## config.mk

```make
export PLATFORM = sky130hd
export DESIGN_NAME = instr_bundle_queue_flat
export DESIGN_NICKNAME = d
export VERILOG_FILES = /design/src/rtl/instr_bundle_queue_pkg.sv /design/src/rtl/instr_bundle_queue_if.sv /design/src/rtl/instr_bundle_queue_storage.sv /design/src/rtl/instr_bundle_queue.sv /design/src/flat_wrapper.sv
export SDC_FILE = /design/constraint.sdc
export NUM_CORES = 1
export LEC_CHECK = 0
export CAP_MARGIN = 20
export CORE_UTILIZATION = 49
export CTS_CLUSTER_SIZE = 40
export DETAILED_ROUTE_END_ITERATION = 16
export MAX_ROUTING_LAYER = met4
export PLACE_DENSITY = 0.87
export SLEW_MARGIN = 20
export SYNTH_ARGS = -nofsm -noshare
export SYNTH_HDL_FRONTEND = slang
export SYNTH_SLANG_ARGS = --single-unit
export TNS_END_PERCENT = 50
```

## constraint.sdc

```tcl
create_clock -name clk -period 2.8 [get_ports clk]
set_clock_uncertainty 0.2 [all_clocks]
set_input_delay 0.28 -clock clk [delete_from_list [all_inputs] [get_ports clk]]
set_output_delay 0.28 -clock clk [all_outputs]
set_load 0.03 [all_outputs]
```

## src/rtl/instr_bundle_queue_pkg.sv

```systemverilog
// Shared constants and types for the IF->ID instruction bundle queue.
// A bundle is {aluInstr, memInstr}; each queue entry pairs a bundle with its PC.
package instr_bundle_queue_pkg;

  localparam int unsigned BUNDLE_W = 32;
  localparam int unsigned SLOT_W   = 16;
  localparam int unsigned PC_W     = 32;

  localparam logic [SLOT_W-1:0] NOP_INSTR = 16'h0000;

  typedef struct packed {
    logic [BUNDLE_W-1:0] bundle;
    logic [PC_W-1:0]     pc;
  } ibq_entry_t;

  // ALU slot occupies the upper half of a bundle
  function automatic logic [SLOT_W-1:0] alu_slot(input logic [BUNDLE_W-1:0] b);
    return b[BUNDLE_W-1:SLOT_W];
  endfunction

  // MEM slot occupies the lower half of a bundle
  function automatic logic [SLOT_W-1:0] mem_slot(input logic [BUNDLE_W-1:0] b);
    return b[SLOT_W-1:0];
  endfunction

endpackage

```

## src/rtl/instr_bundle_queue_if.sv

```systemverilog
// Handshake bundle between the IF stage (producer), the ID stage (consumer)
// and the instruction bundle queue. The queue connects through the slave
// modport; the pipeline side (or a bench) drives through master.
interface instr_bundle_queue_if #(
  parameter int DEPTH = 4
) ();
  import instr_bundle_queue_pkg::*;

  localparam int PTR_W = $clog2(DEPTH);

  // IF -> queue
  logic                pushValid;
  logic [BUNDLE_W-1:0] pushBundle;
  logic [PC_W-1:0]     pushPC;
  logic                pushReady;

  // queue -> ID
  logic                popReady;
  logic                popValid;
  logic [SLOT_W-1:0]   aluInstr;
  logic [SLOT_W-1:0]   memInstr;
  logic [PC_W-1:0]     popPC;

  // redirect and status
  logic                flush;
  logic [PTR_W:0]      count;

  modport master (
    output pushValid, pushBundle, pushPC, popReady, flush,
    input  pushReady, popValid, aluInstr, memInstr, popPC, count
  );

  modport slave (
    input  pushValid, pushBundle, pushPC, popReady, flush,
    output pushReady, popValid, aluInstr, memInstr, popPC, count
  );

endinterface

```

## src/rtl/instr_bundle_queue_storage.sv

```systemverilog
// Entry storage for the instruction bundle queue: DEPTH x {bundle, pc}
// registers with one synchronous write port and one asynchronous read port.
// Data is deliberately not reset; validity is tracked by the queue control.
module bundle_queue_storage
  import instr_bundle_queue_pkg::*;
#(
  parameter  int DEPTH = 4,
  localparam int PTR_W = $clog2(DEPTH)
) (
  input  logic             clk,
  input  logic             i_wrEn,
  input  logic [PTR_W-1:0] i_wrAddr,
  input  ibq_entry_t       i_wrData,
  input  logic [PTR_W-1:0] i_rdAddr,
  output ibq_entry_t       o_rdData
);

  ibq_entry_t r_mem [DEPTH];

  // Write the incoming entry at the write pointer
  always_ff @(posedge clk) begin
    if (i_wrEn) begin
      r_mem[i_wrAddr] <= i_wrData;
    end
  end

  // Head entry is read combinationally
  always_comb begin
    o_rdData = r_mem[i_rdAddr];
  end

endmodule

```

## src/rtl/instr_bundle_queue.sv

```systemverilog
// instr_bundle_queue: decoupling FIFO between IF and ID.
// Buffers fetched 32-bit VLIW bundles with their PCs and presents the head to
// ID split into ALU (31:16) and MEM (15:0) slots, NOP-substituted when empty.
// pushReady doubles as the IF pcWrite; it depends only on registered state.
// flush (redirect) empties the queue; priority is reset > flush > push/pop.
// Optional feature macro: IBQ_BYPASS_EN -- lets a bundle pushed into an empty
// queue be consumed by ID in the same cycle without ever being stored.
module instr_bundle_queue
  import instr_bundle_queue_pkg::*;
#(
  parameter  int DEPTH = 4,
  localparam int PTR_W = $clog2(DEPTH)
) (
  input logic                 clk,
  input logic                 reset,
  instr_bundle_queue_if.slave bus
);

  localparam logic [PTR_W:0] FULL_CNT = (PTR_W + 1)'(DEPTH);

  logic [PTR_W-1:0] r_rdPtr;
  logic [PTR_W-1:0] r_wrPtr;
  logic [PTR_W:0]   r_count;

  logic       w_full;
  logic       w_empty;
  logic       w_pushReady;
  logic       w_bypass;
  logic       w_pushFire;
  logic       w_popFire;
  logic       w_headValid;
  ibq_entry_t w_wrEntry;
  ibq_entry_t w_rdEntry;
  ibq_entry_t w_head;

  bundle_queue_storage #(
    .DEPTH (DEPTH)
  ) u_storage (
    .clk      (clk),
    .i_wrEn   (w_pushFire),
    .i_wrAddr (r_wrPtr),
    .i_wrData (w_wrEntry),
    .i_rdAddr (r_rdPtr),
    .o_rdData (w_rdEntry)
  );

  // Handshake qualification and same-cycle bypass detection
  always_comb begin
    w_full      = (r_count == FULL_CNT);
    w_empty     = (r_count == '0);
    w_pushReady = !w_full && !reset;
`ifdef IBQ_BYPASS_EN
    w_bypass    = w_empty && bus.pushValid && bus.popReady && !bus.flush && !reset;
`else
    w_bypass    = 1'b0;
`endif
    // A bypassed bundle is handed straight to ID, so it is neither stored nor popped
    w_pushFire  = bus.pushValid && w_pushReady && !bus.flush && !w_bypass;
    w_popFire   = !w_empty && bus.popReady;
    w_headValid = !reset && (!w_empty || w_bypass);
    w_wrEntry   = '{bundle: bus.pushBundle, pc: bus.pushPC};
    w_head      = w_bypass ? w_wrEntry : w_rdEntry;
  end

  // Pointer and occupancy tracking; flush and reset drop everything in flight
  always_ff @(posedge clk) begin
    if (reset || bus.flush) begin
      r_rdPtr <= '0;
      r_wrPtr <= '0;
      r_count <= '0;
    end else begin
      if (w_pushFire) begin
        r_wrPtr <= r_wrPtr + 1'b1;
      end
      if (w_popFire) begin
        r_rdPtr <= r_rdPtr + 1'b1;
      end
      if (w_pushFire && !w_popFire) begin
        r_count <= r_count + 1'b1;
      end else if (w_popFire && !w_pushFire) begin
        r_count <= r_count - 1'b1;
      end
    end
  end

  // Head presentation with NOP substitution when nothing is valid
  always_comb begin
    bus.pushReady = w_pushReady;
    bus.popValid  = w_headValid;
    bus.aluInstr  = w_headValid ? alu_slot(w_head.bundle) : NOP_INSTR;
    bus.memInstr  = w_headValid ? mem_slot(w_head.bundle) : NOP_INSTR;
    bus.popPC     = w_headValid ? w_head.pc : '0;
    bus.count     = reset ? '0 : r_count;
  end

endmodule

```

## src/flat_wrapper.sv

```systemverilog
// flat-port wrapper written by rule: the top's interface ports become plain ports
module instr_bundle_queue_flat import instr_bundle_queue_pkg::*;
#(
  parameter  int DEPTH = 4,
  localparam int PTR_W = $clog2(DEPTH)
)
  (clk, reset, bus_pushValid, bus_pushBundle, bus_pushPC, bus_popReady, bus_flush, bus_pushReady, bus_popValid, bus_aluInstr, bus_memInstr, bus_popPC, bus_count);
  instr_bundle_queue_if #(.DEPTH(DEPTH)) bus_i ();
  input logic clk;
  input logic reset;
  input wire logic [$bits(bus_i.pushValid)-1:0] bus_pushValid;
  input wire logic [$bits(bus_i.pushBundle)-1:0] bus_pushBundle;
  input wire logic [$bits(bus_i.pushPC)-1:0] bus_pushPC;
  input wire logic [$bits(bus_i.popReady)-1:0] bus_popReady;
  input wire logic [$bits(bus_i.flush)-1:0] bus_flush;
  output wire logic [$bits(bus_i.pushReady)-1:0] bus_pushReady;
  output wire logic [$bits(bus_i.popValid)-1:0] bus_popValid;
  output wire logic [$bits(bus_i.aluInstr)-1:0] bus_aluInstr;
  output wire logic [$bits(bus_i.memInstr)-1:0] bus_memInstr;
  output wire logic [$bits(bus_i.popPC)-1:0] bus_popPC;
  output wire logic [$bits(bus_i.count)-1:0] bus_count;
  assign bus_i.pushValid = bus_pushValid;
  assign bus_i.pushBundle = bus_pushBundle;
  assign bus_i.pushPC = bus_pushPC;
  assign bus_i.popReady = bus_popReady;
  assign bus_i.flush = bus_flush;
  assign bus_pushReady = bus_i.pushReady;
  assign bus_popValid = bus_i.popValid;
  assign bus_aluInstr = bus_i.aluInstr;
  assign bus_memInstr = bus_i.memInstr;
  assign bus_popPC = bus_i.popPC;
  assign bus_count = bus_i.count;
  instr_bundle_queue #(.DEPTH(DEPTH)) u_core (.clk(clk), .reset(reset), .bus(bus_i));
endmodule
```

Yosys cells after proc, flatten, opt, wreduce, memory -nomap -nowiden. Memory sizes are Yosys's and may differ from the RTL's. A register that Yosys moved wholly into a read port is not among the register bits. Cells that the tools add are included.

Add/subtract/negate cells: 4. Equal/unequal tests: 1. Muxes and demuxes: 10. Reduce and logical (&&, ||, !) cells: 16.

Operator list (number): two-way mux 16 bit (2); two-way mux 32 bit (1); two-way mux 3 bit (3); logical AND 1 bit (7); zero test 1 bit (6); adder 2 x 1 -> 2 bit, second input constant (2); two-way mux 2 bit (2); adder 3 x 1 -> 3 bit, second input constant (1); == test 3 bit, second input constant (1); zero test 3 bit (1); subtractor 3 x 1 -> 3 bit, second input constant (1); two-way mux 1 bit (2); nonzero test 2 bit (1); logical OR 1 bit (1).

Flip-flop bits (word level): 7. Memory bits (writable): 256. Bits of input ports: 69. Output and inout port bits: 69. Word-level logic and storage cells: 35. Memories kept: 1.

Memories: u_core.u_storage.r_mem (depth 4, width 64, read ports 1, clocked after Yosys merged registers in 1, wr ports 1, line instr_bundle_queue_storage.sv:18) `ibq_entry_t r_mem [DEPTH];`.

Logic depth before layout (Yosys ltp). Gate-level depths: netlist (run 1).

Word-level depth: 9. Depth in mapped cells: 8. Mapped depth without buffers: 8.

Cells and area by module. From an unflattened synthesis (run 1), not the netlist that was laid out.

Cells, all modules: 452. Area, all modules: 10187.3 um2.

Modules (own cells, without submodules): bundle_queue_storage (times used 1, cells each 338, area each 9341.5 um2); instr_bundle_queue (times used 1, cells each 114, area each 845.8 um2).

Worst setup path before layout (run 1). No wires, ideal clock.

Kind: register -> register. From: register u_core.r_count[0]. To: memory u_core.u_storage.r_mem[2][0] (netlist bit), enable pin. Library setup time: 0.429 ns. Arrival time: 2.327 ns. Path slack: -0.156 ns. Cell stages (with the launch flop): 4. Cell sequence: dfxtp_1 or3b_4 and3_4 and2_1.

Longest elaborated chain between the ends: 7.

RTL lines: start: declaration (line instr_bundle_queue.sv:23) `logic [PTR_W:0] r_count;`; start signal: assignment (line instr_bundle_queue.sv:79) `r_count <= r_count + 1'b1;`; start signal: assignment (line instr_bundle_queue.sv:81) `r_count <= r_count - 1'b1;`; == test 3 bit (line instr_bundle_queue.sv:49) `w_full = (r_count == FULL_CNT);`; zero test 1 bit (line instr_bundle_queue.sv:51) `w_pushReady = !w_full && !reset;`; logical AND 1 bit (line instr_bundle_queue.sv:51); logical AND 1 bit (2 in series) (line instr_bundle_queue.sv:58) `w_pushFire = bus.pushValid && w_pushReady && !bus.flush && !w_bypass;`; net u_core.u_storage.i_wrEn (line instr_bundle_queue_storage.sv:11) `input logic i_wrEn,`; two-way mux 1 bit (line instr_bundle_queue_storage.sv:22) `if (i_wrEn) begin`; two-way mux 1 bit (implied by the code) (line instr_bundle_queue_storage.sv:23) `r_mem[i_wrAddr] <= i_wrData;`; end: declaration (line instr_bundle_queue_storage.sv:18).

The timed path passes the listed nets, and every way through them passes these cells.

==> results of run 1 <==
-- cell families (layout without fill, tap and decap cells) --
family                   Yosys count  in the layout  share of synthesized area, %
flip-flops                       265            265                          77.2
XOR/XNOR                           4              4                         0.344
adder cells (fa/ha/maj)            6              6                         0.811
AO/OA/AOI/OAI                      7              7                         0.454
multiplexers                      65             65                          14.4
buffers and inverters             25            199                          1.57
AND/OR/NAND/NOR                   87             87                          5.24
-- critical path: stages, from the launching register on --
cell and delay, ps:
dfxtp_4 370, buf_16 250, mux4_2 580, and2_1 180
dlygate4sd2_1 350
-- placed cells by master, fill, tap and decap left out, drive strengths merged, types with 2 or more instances in the layout --
cell type      netlist  final
clkbuf               9     30
and2                69     69
clkdlybuf4s50        0     73
mux4                64     64
edfxtp             256    256
dfxtp                9      9
nor2                 7      7
inv                  3      4
clkinvlp             0      3
buf                 13     47
clkinv               0     15
nor2b                4      4
a21oi                2      2
ha                   5      5
dlygate4sd2          0     26
xor2                 4      4
o31ai                2      2
-- layer usage --
layer	up-vias	wire length, um
met5	-	0
met4	0	265
met3	24	1150
met2	174	9540
met1	2558	7320
li1	2178	-
-- repair_timing --
| action | 4_1_cts | 5_1_grt |
|---|---|---|
| gates resized for setup | 31 | 2 |
| setup endpoints to repair | 59 | 11 |
| hold buffers | 0 | 0 |
| buffers inserted | 0 | 0 |
-- state kept, by name (all words and copies together), names as in the netlist, named ones only --
name                    count
u_core.r_count              3
u_core.u_storage.r_mem    256
u_core.r_wrPtr              2
u_core.r_rdPtr              2
-- path summary, 6_finish.rpt --
kind / slack (ps) / cells past startpoint / to
setup / recovery: 80 / 4 / bus_aluInstr[11]
hold / removal: 200 / 1 / u_core.u_storage.r_mem[3][6]$_DFFE_PP_
setup reg to reg: 230 / 8 / u_core.r_count[2]$_SDFFE_PP0P_
hold reg to reg: 350 / 2 / u_core.r_wrPtr[1]$_SDFFE_PP0P_
-- report_power, final --
part | total (uW) | internal, uW | leakage [uW] | switching [uW]
clock network | 3250 | 1860 | 0.000395 | 1400
logic | 494 | 239 | 0.00146 | 254
registers | 4410 | 4390 | 0.00239 | 15.6
-- area by class of cell --
cell class	count	area [um2]	share of cell area (%)
Sequential cell	265	7880	61.9
Multi-Input combinational cell	169	2180	17.1
Timing Repair Buffer	147	1500	11.8
Clock buffer	29	683	5.37
Tap cell	270	338	2.66
Clock inverter	20	134	1.05
Inverter	3	11.3	0.0885
-- metrics by stage --
step           hold slack [ps]  utilization [%]  setup TNS (ps)  cell area, um2  power [uW]
3_3_place_gp               310             58.6               0           11900        4970
3_5_place_dp               321             58.6               0           11900        4990
5_1_grt                    187             62.7               0           12700        8420
2_1_floorplan              179                -          -19980           10200        4730
6_report                   200             62.7               0           12700        8150
4_1_cts                    182             62.6               0           12700        8230
==> metrics, run 1 <==
status complete, no violations; period utilization approximately 97%; ANT cells 0; WL per Instance 20.2 um; worst min path class in -> reg; Std-Cell Rows 52; Filler cells ~1.4k; die width roughly 150 um; post-synth top area cell edfxtp_1; clk slew on worst S/H paths 60 ps; Final setup viols 0; slew at the pin closest to its max-slew limit ~580 ps; Peak VDD IR 0.526 mV; Synth warnings 0; H-Tree Level Count 1; reg2reg start u_core.r_count[0]$_SDFFE_PP0P_; grt total ovfl 0; fmax around 370 MHz; CP Data Required Time about 2300 ps; vias in the first global route 5350; Mapped Cells 459; Rel. slew slack around three fifths; met1 Usage GRT 22.7%; post-layout min period around 2700 ps; Post-synth EDFFs roughly 260; Post-synth top cells edfxtp_1 (256), and2_1 (68), mux4_2 (61); Skew-Pair Late Insertion Delay just over 500 ps; post-route setup slack between 80 and 90 ps; dpl cells roughly 850; first-pass detailed-route iteration total 5; worst setup path class reg -> out; Synth top area share between 70% and 80%; Initial Util 50.2%; Worst Path Arrival 2240 ps; via count ~4.9k; startpoint types register; RD Place Congestion 0.764; predominant post-synthesis flop cell edfxtp_1; final cell count without fillers 903; Power Density 641 nW/um2; Yosys reg bits about 270; first-pass GRT wire length between 20 and 30 mm; clk buf depth 3; Synth-to-Final Area Change 24.8%; Hold Vio Cnt, Final 0; GRT Max-Usage Layer met2; WL final 18.3 mm; dominant cells by area after synthesis edfxtp_1 (75%), mux4_2 (13%), and2_1 (4.2%); CTS Sinks between 200 and 300; Top Ports roughly 140; Synth async-reset ratio 0%; max-slew violation count 0; worst hold start bus_pushPC[6]; CTS root buf clkbuf_16; die height 146 um; syn_area_per_cell about 22 um2; met2 GRT Util between 30% and 40%; unrepaired setup endpoints after global routing false; post-place setup slack around 160 ps; Seq/Total Area, Yosys between 70 and 80%; die area approximately 21000 um2; pin count of the biggest net entering global routing 65; max_cap viols 0; Leak Pwr 0.00424 uW; DRC 0; Distinct cells, synth 30; Post-Syn Area about 10000 um2; Core ar. slightly above 20000 um2; Vias per Instance between 5 and 6; DR iter-0 viols between 200 and 300; crit end category output port; port buffer count approximately 140; Post-DRT Antenna Nets 0; post-DP HPWL 10.4 mm; GR Util met3 between 3 and 4%; net count after synthesis between 500 and 600; total CTS buffers 27; share of layout cells above drive strength 1 between 20% and 30%; Global Route Usage Sum about 18%; critical path peak fanout 31; antenna violations before repair 0; Final nets around 690; CTS tree built; most common cell in the netlist edfxtp_1
No activity file was read; power rests on OpenSTA's default activity.
==> inputs of run 2 (changes only) <==
--- a/config.mk
+++ b/config.mk
@@ -6,6 +6,7 @@
 export NUM_CORES = 1
 export LEC_CHECK = 0
 export CAP_MARGIN = 20
+export CORE_ASPECT_RATIO = 1.2
 export CORE_UTILIZATION = 49
 export CTS_CLUSTER_SIZE = 40
 export DETAILED_ROUTE_END_ITERATION = 16
==> run 2 against run 1 <==
Via count fell by 0.83%. Flip-flop and latch count unchanged. Clock power is 2% higher. Worst hold slack improved by 13 ps. First-iteration DRC count up 51%. Highest routed layer unchanged. Die area is essentially flat. Critical path depth is the same.
==> metrics, run 2 (synthesis gave the netlist of run 1 again) <==
status complete, no violations; share of layout cells above drive strength 1 26.1% (+1.1 points); most frequent cells in the layout edfxtp_1 (256), clkdlybuf4s50_1 (73), and2_1 (64); final cell count without fillers 900 (-0.33%); reg2reg end u_core.r_count[2]$_SDFFE_PP0P_; DRC 0 (unchanged); Post-DRT Antenna Nets 0 (unchanged); Rel. slew slack 58.1% (-3.2 points); max-slew violation count 0 (unchanged); critical path peak fanout 24 (-23%); reg2reg start u_core.r_count[0]$_SDFFE_PP0P_; first-pass GRT wire length 28.7 mm (+0.29%); post-place setup slack 167 ps (+2.26 ps); Hold Vio Cnt, Final 0 (unchanged); clk slew on worst S/H paths 60 ps (about the same); die width 134 um (-8.6%); Worst Path Arrival 2190 ps (-50 ps); CTS tree built; Std-Cell Rows 57 (+9.6%); die area 21400 um2 (about the same); met3 wire length 1.21 mm (+5.6%); post-DP HPWL 10.7 mm (+2.7%); port buffer count 137 (unchanged); Skew-Pair Late Insertion Delay 510 ps (about the same); Post-CTS Hold Buffers 0 (unchanged); clk buf depth 3 (unchanged); Leak Pwr 0.00426 uW (+0.62%); CP Data Required Time 2320 ps (about the same); post-route setup slack 128 ps (+44.7 ps); first-pass detailed-route iteration total 4 (-1); Peak VDD IR 0.563 mV (+7.1%); vias in the first global route 5312 (-0.71%); Core ar. 20300 um2 (+0.13%); WL per Instance 20.6 um (+2.0%); Top Ports 138 (unchanged); crit path to bus_popPC[6]; slew at the pin closest to its max-slew limit 620 ps (+40.7 ps); Largest register FFs 256 (unchanged); Total Power 8240 uW (+1.0%); grt total ovfl 0 (unchanged); worst hold start bus_pushBundle[25]; Synth-to-Final Area Change 25.8%; CTS root buf clkbuf_16; met2 wire len 9.62 mm (+0.84%); r2r setup slk 250 ps (+20 ps); worst r2r path cells 8 (unchanged); top layer in use met4; post-layout min period 2670 ps (-44.7 ps); unrepaired setup endpoints after global routing false; via count 4893 (-0.83%); period utilization 95.4% (-1.6 points); die height 160 um (+9.4%); worst min path class in -> reg; fmax 374 MHz (+1.7%); most common cell after layout, fill and taps aside edfxtp_1; CTS Sinks 265 (unchanged); startpoint types register; RD Place Congestion 0.776 (+1.6%); biggest regs u_core.u_storage.r_mem x256, u_core.r_count x3; Vias per Instance 5.44 (-0.50%); antenna violations before repair 2 (+2); Final nets 692 (+0.58%); dpl cells 851 (-0.35%); H-Tree Level Count 1 (unchanged); worst setup path class reg -> out; Initial Util 50.1% (-0.065 points); pin count of the biggest net entering global routing 65 (unchanged); total CTS buffers 25 (-7.4%); Global Route Usage Sum 18.5% (+0.48 points); WL final 18.6 mm (+1.6%); max_cap viols 0 (unchanged); post-layout util 63.0% (+0.38 points); DR iter-0 viols 388 (+51%); crit end category output port; Power Density 643 nW/um2 (+0.26%); Final setup viols 0 (unchanged); Metal-1 WL 7.36 mm (+0.52%); Biggest register u_core.u_storage.r_mem
run 2: cell types whose count changed in the layout (fill, tap and decap cells not counted), moves of 2 or more:
cell | previous run | this run
buf_4 | 33 | 40
clkinv_1 | 8 | 3
dlygate4sd2_1 | 26 | 21
buf_12 | 12 | 15
bufinv_16 | 1 | 4
clkbuf_1 | 2 | 5
clkinv_2 | 5 | 2
diode_2 | 0 | 2
run 2: area by class of cell:
cell class	instances	area, um2
Antenna cell	2	5.00
Clock buffer	30	644
Clock inverter	13	173
Fill cell	1348	7510
Inverter	3	11.3
Multi-Input combinational cell	169	2180
Sequential cell	265	7880
Tap cell	265	332
Timing Repair Buffer	153	1590
run 2: worst min-delay path by stage:
stage,end,slack [ps],cells past startpoint
2_1_floorplan,u_core.u_storage.r_mem[0][0]$_DFFE_PP_,180,0
3_3_place_gp,register,300,2
3_5_place_dp,register,320,2
4_1_cts,u_core.u_storage.r_mem[1][39]$_DFFE_PP_,190,1
5_1_grt,u_core.u_storage.r_mem[2][46]$_DFFE_PP_,190,1
6_report,u_core.u_storage.r_mem[0][57]$_DFFE_PP_,210,1
run 2: metrics by stage:
step | TNS [ps] | hold WS, ps | area [um2]
after global routing | 0 | 190 | 12800
after global placement | 0 | 304 | 11900
after floorplan | -19980 | 179 | 10200
after detailed placement | 0 | 321 | 11900
final | 0 | 213 | 12800
after CTS | 0 | 186 | 12800
run 2: metal layers:
| metal | vias up | track usage (%) |
|---|---|---|
| met4 | 0 | 5.63 |
| met1 | 2509 | 22.5 |
| met2 | 178 | 31.1 |
| met5 | - | - |
| li1 | 2176 | - |
| met3 | 30 | 3.75 |
run 2: repair_timing:
action                                  in CTS  in global routing
gates cloned                                 0                  1
hold endpoints to repair                     0                  0
buffers inserted                             4                  0
endpoints found under the setup margin      64                 25
gates resized for setup                     23                  1
run 2: where the power goes:
| group | leakage, uW | switching, uW | total, uW | internal (uW) |
|---|---|---|---|---|
| sequential | 0.00239 | 15.5 | 4410 | 4390 |
| clock | 0.000388 | 1320 | 3330 | 2010 |
| combinational | 0.00149 | 258 | 504 | 246 |
| total | 0.00426 | 1600 | 8240 | 6640 |
run 2: critical path, cell delays in order (launching register included):
cell           delay [ps]
dfxtp_4               370
buf_12                220
mux4_2                550
and2_1                180
dlygate4sd2_1         350
==> inputs of run 3 (changes only) <==
--- a/config.mk
+++ b/config.mk
@@ -11,7 +11,7 @@
 export CTS_CLUSTER_SIZE = 40
 export DETAILED_ROUTE_END_ITERATION = 16
 export MAX_ROUTING_LAYER = met4
-export PLACE_DENSITY = 0.87
+export PLACE_DENSITY = 0.85
 export SLEW_MARGIN = 20
 export SYNTH_ARGS = -nofsm -noshare
 export SYNTH_HDL_FRONTEND = slang
==> run 3 against run 2 <==
Register-to-register slack better by 60 ps. Wire length is 4.6% higher. Worst hold slack worse by 0.89 ps. Non-clock buffer count is 9 higher. Largest cell class unchanged. Largest power group unchanged. Critical path depth is 1 higher. Sequential share of layout area is 0.27 points lower. Setup slack worse by 18 ps. Highest routed layer unchanged.
==> metrics, run 3 (synthesis gave the netlist of run 1 again) <==
Global Route Usage Sum 18.9% (+0.47 points); die area 21400 um2 (unchanged); total CTS buffers 24 (-4.0%); fmax 372 MHz (-0.68%); vias in the first global route 5357 (+0.85%); critical path peak fanout 14 (-42%); Std-Cell Rows 57 (unchanged); worst setup path class reg -> out; Final setup viols 0 (unchanged); first-pass GRT wire length 29.6 mm (+3.0%); dpl cells 860 (+1.1%); DRC 0 (unchanged); RD Place Congestion 0.812 (+4.6%); crit end category output port; post-DP HPWL 12.0 mm (+12%); CTS root buf clkbuf_16; Internal Power 6650 uW (+0.10%); Switching Share 19.7% (+0.36 points); combinational share of power 6.1% (about the same); pin count of the biggest net entering global routing 43 (-34%); WL final 19.4 mm (+4.6%); post-layout min period 2690 ps (+18.3 ps); Power Density 644 nW/um2 (about the same); H-Tree Level Count 1 (unchanged); port buffer count 137 (unchanged); clk buf depth 3 (unchanged); DR iter-0 viols 285 (-27%); Core ar. 20300 um2 (unchanged); die height 160 um (unchanged); Peak VDD IR 0.501 mV (-11%); Top Ports 138 (unchanged); die width 134 um (unchanged); Net Switching 1630 uW (+2.4%); max-slew violation count 0 (unchanged); startpoint types register; slew at the pin closest to its max-slew limit 429 ps (-191 ps); Rel. slew slack 71.2% (+13 points); unrepaired setup endpoints after global routing false; worst min path class in -> reg; Synth-to-Final Area Change 26.3%; Largest register FFs 256 (unchanged); Skew-Pair Late Insertion Delay 510 ps (about the same); status complete, no violations; Initial Util 50.1% (unchanged); period utilization 96.1% (+0.65 points); Final nets 700 (+1.2%); Worst Path Arrival 2210 ps (+20 ps); Reg power frac 53.2% (-0.3 points); Total Power 8280 uW (+0.55%); Vias per Instance 5.42 (-0.29%); first-pass detailed-route iteration total 4 (unchanged); clk slew on worst S/H paths 70 ps (about the same); via count 4933 (+0.82%); CTS Sinks 265 (unchanged); grt total ovfl 0 (unchanged); CP Data Required Time 2320 ps (about the same); Leak Pwr 0.00433 uW (+1.6%); CTS tree built; most common cell after layout, fill and taps aside edfxtp_1; final cell count without fillers 910 (+1.1%); Post-DRT Antenna Nets 0 (unchanged); Post-CTS Hold Buffers 0 (unchanged); share of layout cells above drive strength 1 27.4% (+1.3 points); antenna violations before repair 2 (unchanged); max_cap viols 0 (unchanged); biggest regs u_core.u_storage.r_mem x256, u_core.r_count x3; clock power share 40.7% (+0.3 points); Biggest register u_core.u_storage.r_mem; WL per Instance 21.4 um (+3.5%); Hold Vio Cnt, Final 0 (unchanged); most frequent cells in the layout edfxtp_1 (256), clkdlybuf4s50_1 (72), and2_1 (64)
run 3: cell count changes in the layout (fill, tap and decap cells not counted):
cell	previous run	this run
buf_4	40	49
clkinv_2	2	6
clkinv_1	3	0
dlygate4sd2_1	21	24
buf_6	1	0
clkbuf_16	26	25
clkdlybuf4s50_1	73	72
clkinv_4	1	2
clkinvlp_4	3	2
run 3: power by group through the flow:
stage / sequential (uW) / combinational [uW] / clock [uW]
after floorplan: 4490 / 241 / 0
after global placement: 4490 / 495 / 0
after detailed placement: 4490 / 512 / 0
after CTS: 4400 / 511 / 3450
after global routing: 4410 / 535 / 3600
final: 4400 / 505 / 3370
run 3: area by class of cell:
type | count | area (um2)
Fill cell | 1397 | 7460
Antenna cell | 2 | 5.00
Clock buffer | 30 | 644
Clock inverter | 14 | 183
Multi-Input combinational cell | 169 | 2180
Inverter | 3 | 11.3
Timing Repair Buffer | 162 | 1640
Tap cell | 265 | 332
Sequential cell | 265 | 7880
run 3: repair_timing:
action                                  in CTS  in global routing
endpoints found under the setup margin      54                 20
pin swaps                                    0                  0
resized for setup                           28                  1
setup buffers                                3                  1
run 3: path summary, 6_finish.rpt:
| check | start | endpoint | slack, ps | cells past startpoint |
|---|---|---|---|---|
| setup / recovery | register | bus_popPC[15] | 110 | 5 |
| hold / removal | bus_pushPC[23] | u_core.u_storage.r_mem[1][23]$_DFFE_PP_ | 210 | 1 |
| setup reg to reg | u_core.r_count[0]$_SDFFE_PP0P_ | u_core.r_count[2]$_SDFFE_PP0P_ | 310 | 8 |
| hold reg to reg | u_core.r_rdPtr[1]$_SDFFE_PP0P_ | u_core.r_rdPtr[1]$_SDFFE_PP0P_ | 330 | 2 |
run 3: critical path: stages (launching register included):
cell and delay (ps):
dfxtp_4 400, buf_12 190, buf_8 200, mux4_2 550, and2_1 190, buf_4 160
run 3: through the flow:
step	hold slack, ps	worst slack, ps	util [%]	setup TNS [ps]	cell area (um2)
2_1_floorplan	179	-156	-	-19980	10200
3_3_place_gp	305	269	59.0	0	12000
3_5_place_dp	313	118	59.0	0	12000
4_1_cts	191	8.92	63.1	0	12800
5_1_grt	197	15.8	63.3	0	12900
6_report	212	110	63.3	0	12900
run 3: layer usage:
| layer | GRT usage, % | vias up | wire, um |
|---|---|---|---|
| met5 | - | - | 0 |
| met3 | 3.30 | 27 | 1110 |
| met4 | 5.11 | 0 | 383 |
| met1 | 23.3 | 2554 | 7740 |
| met2 | 32.4 | 160 | 10200 |
| li1 | - | 2192 | - |
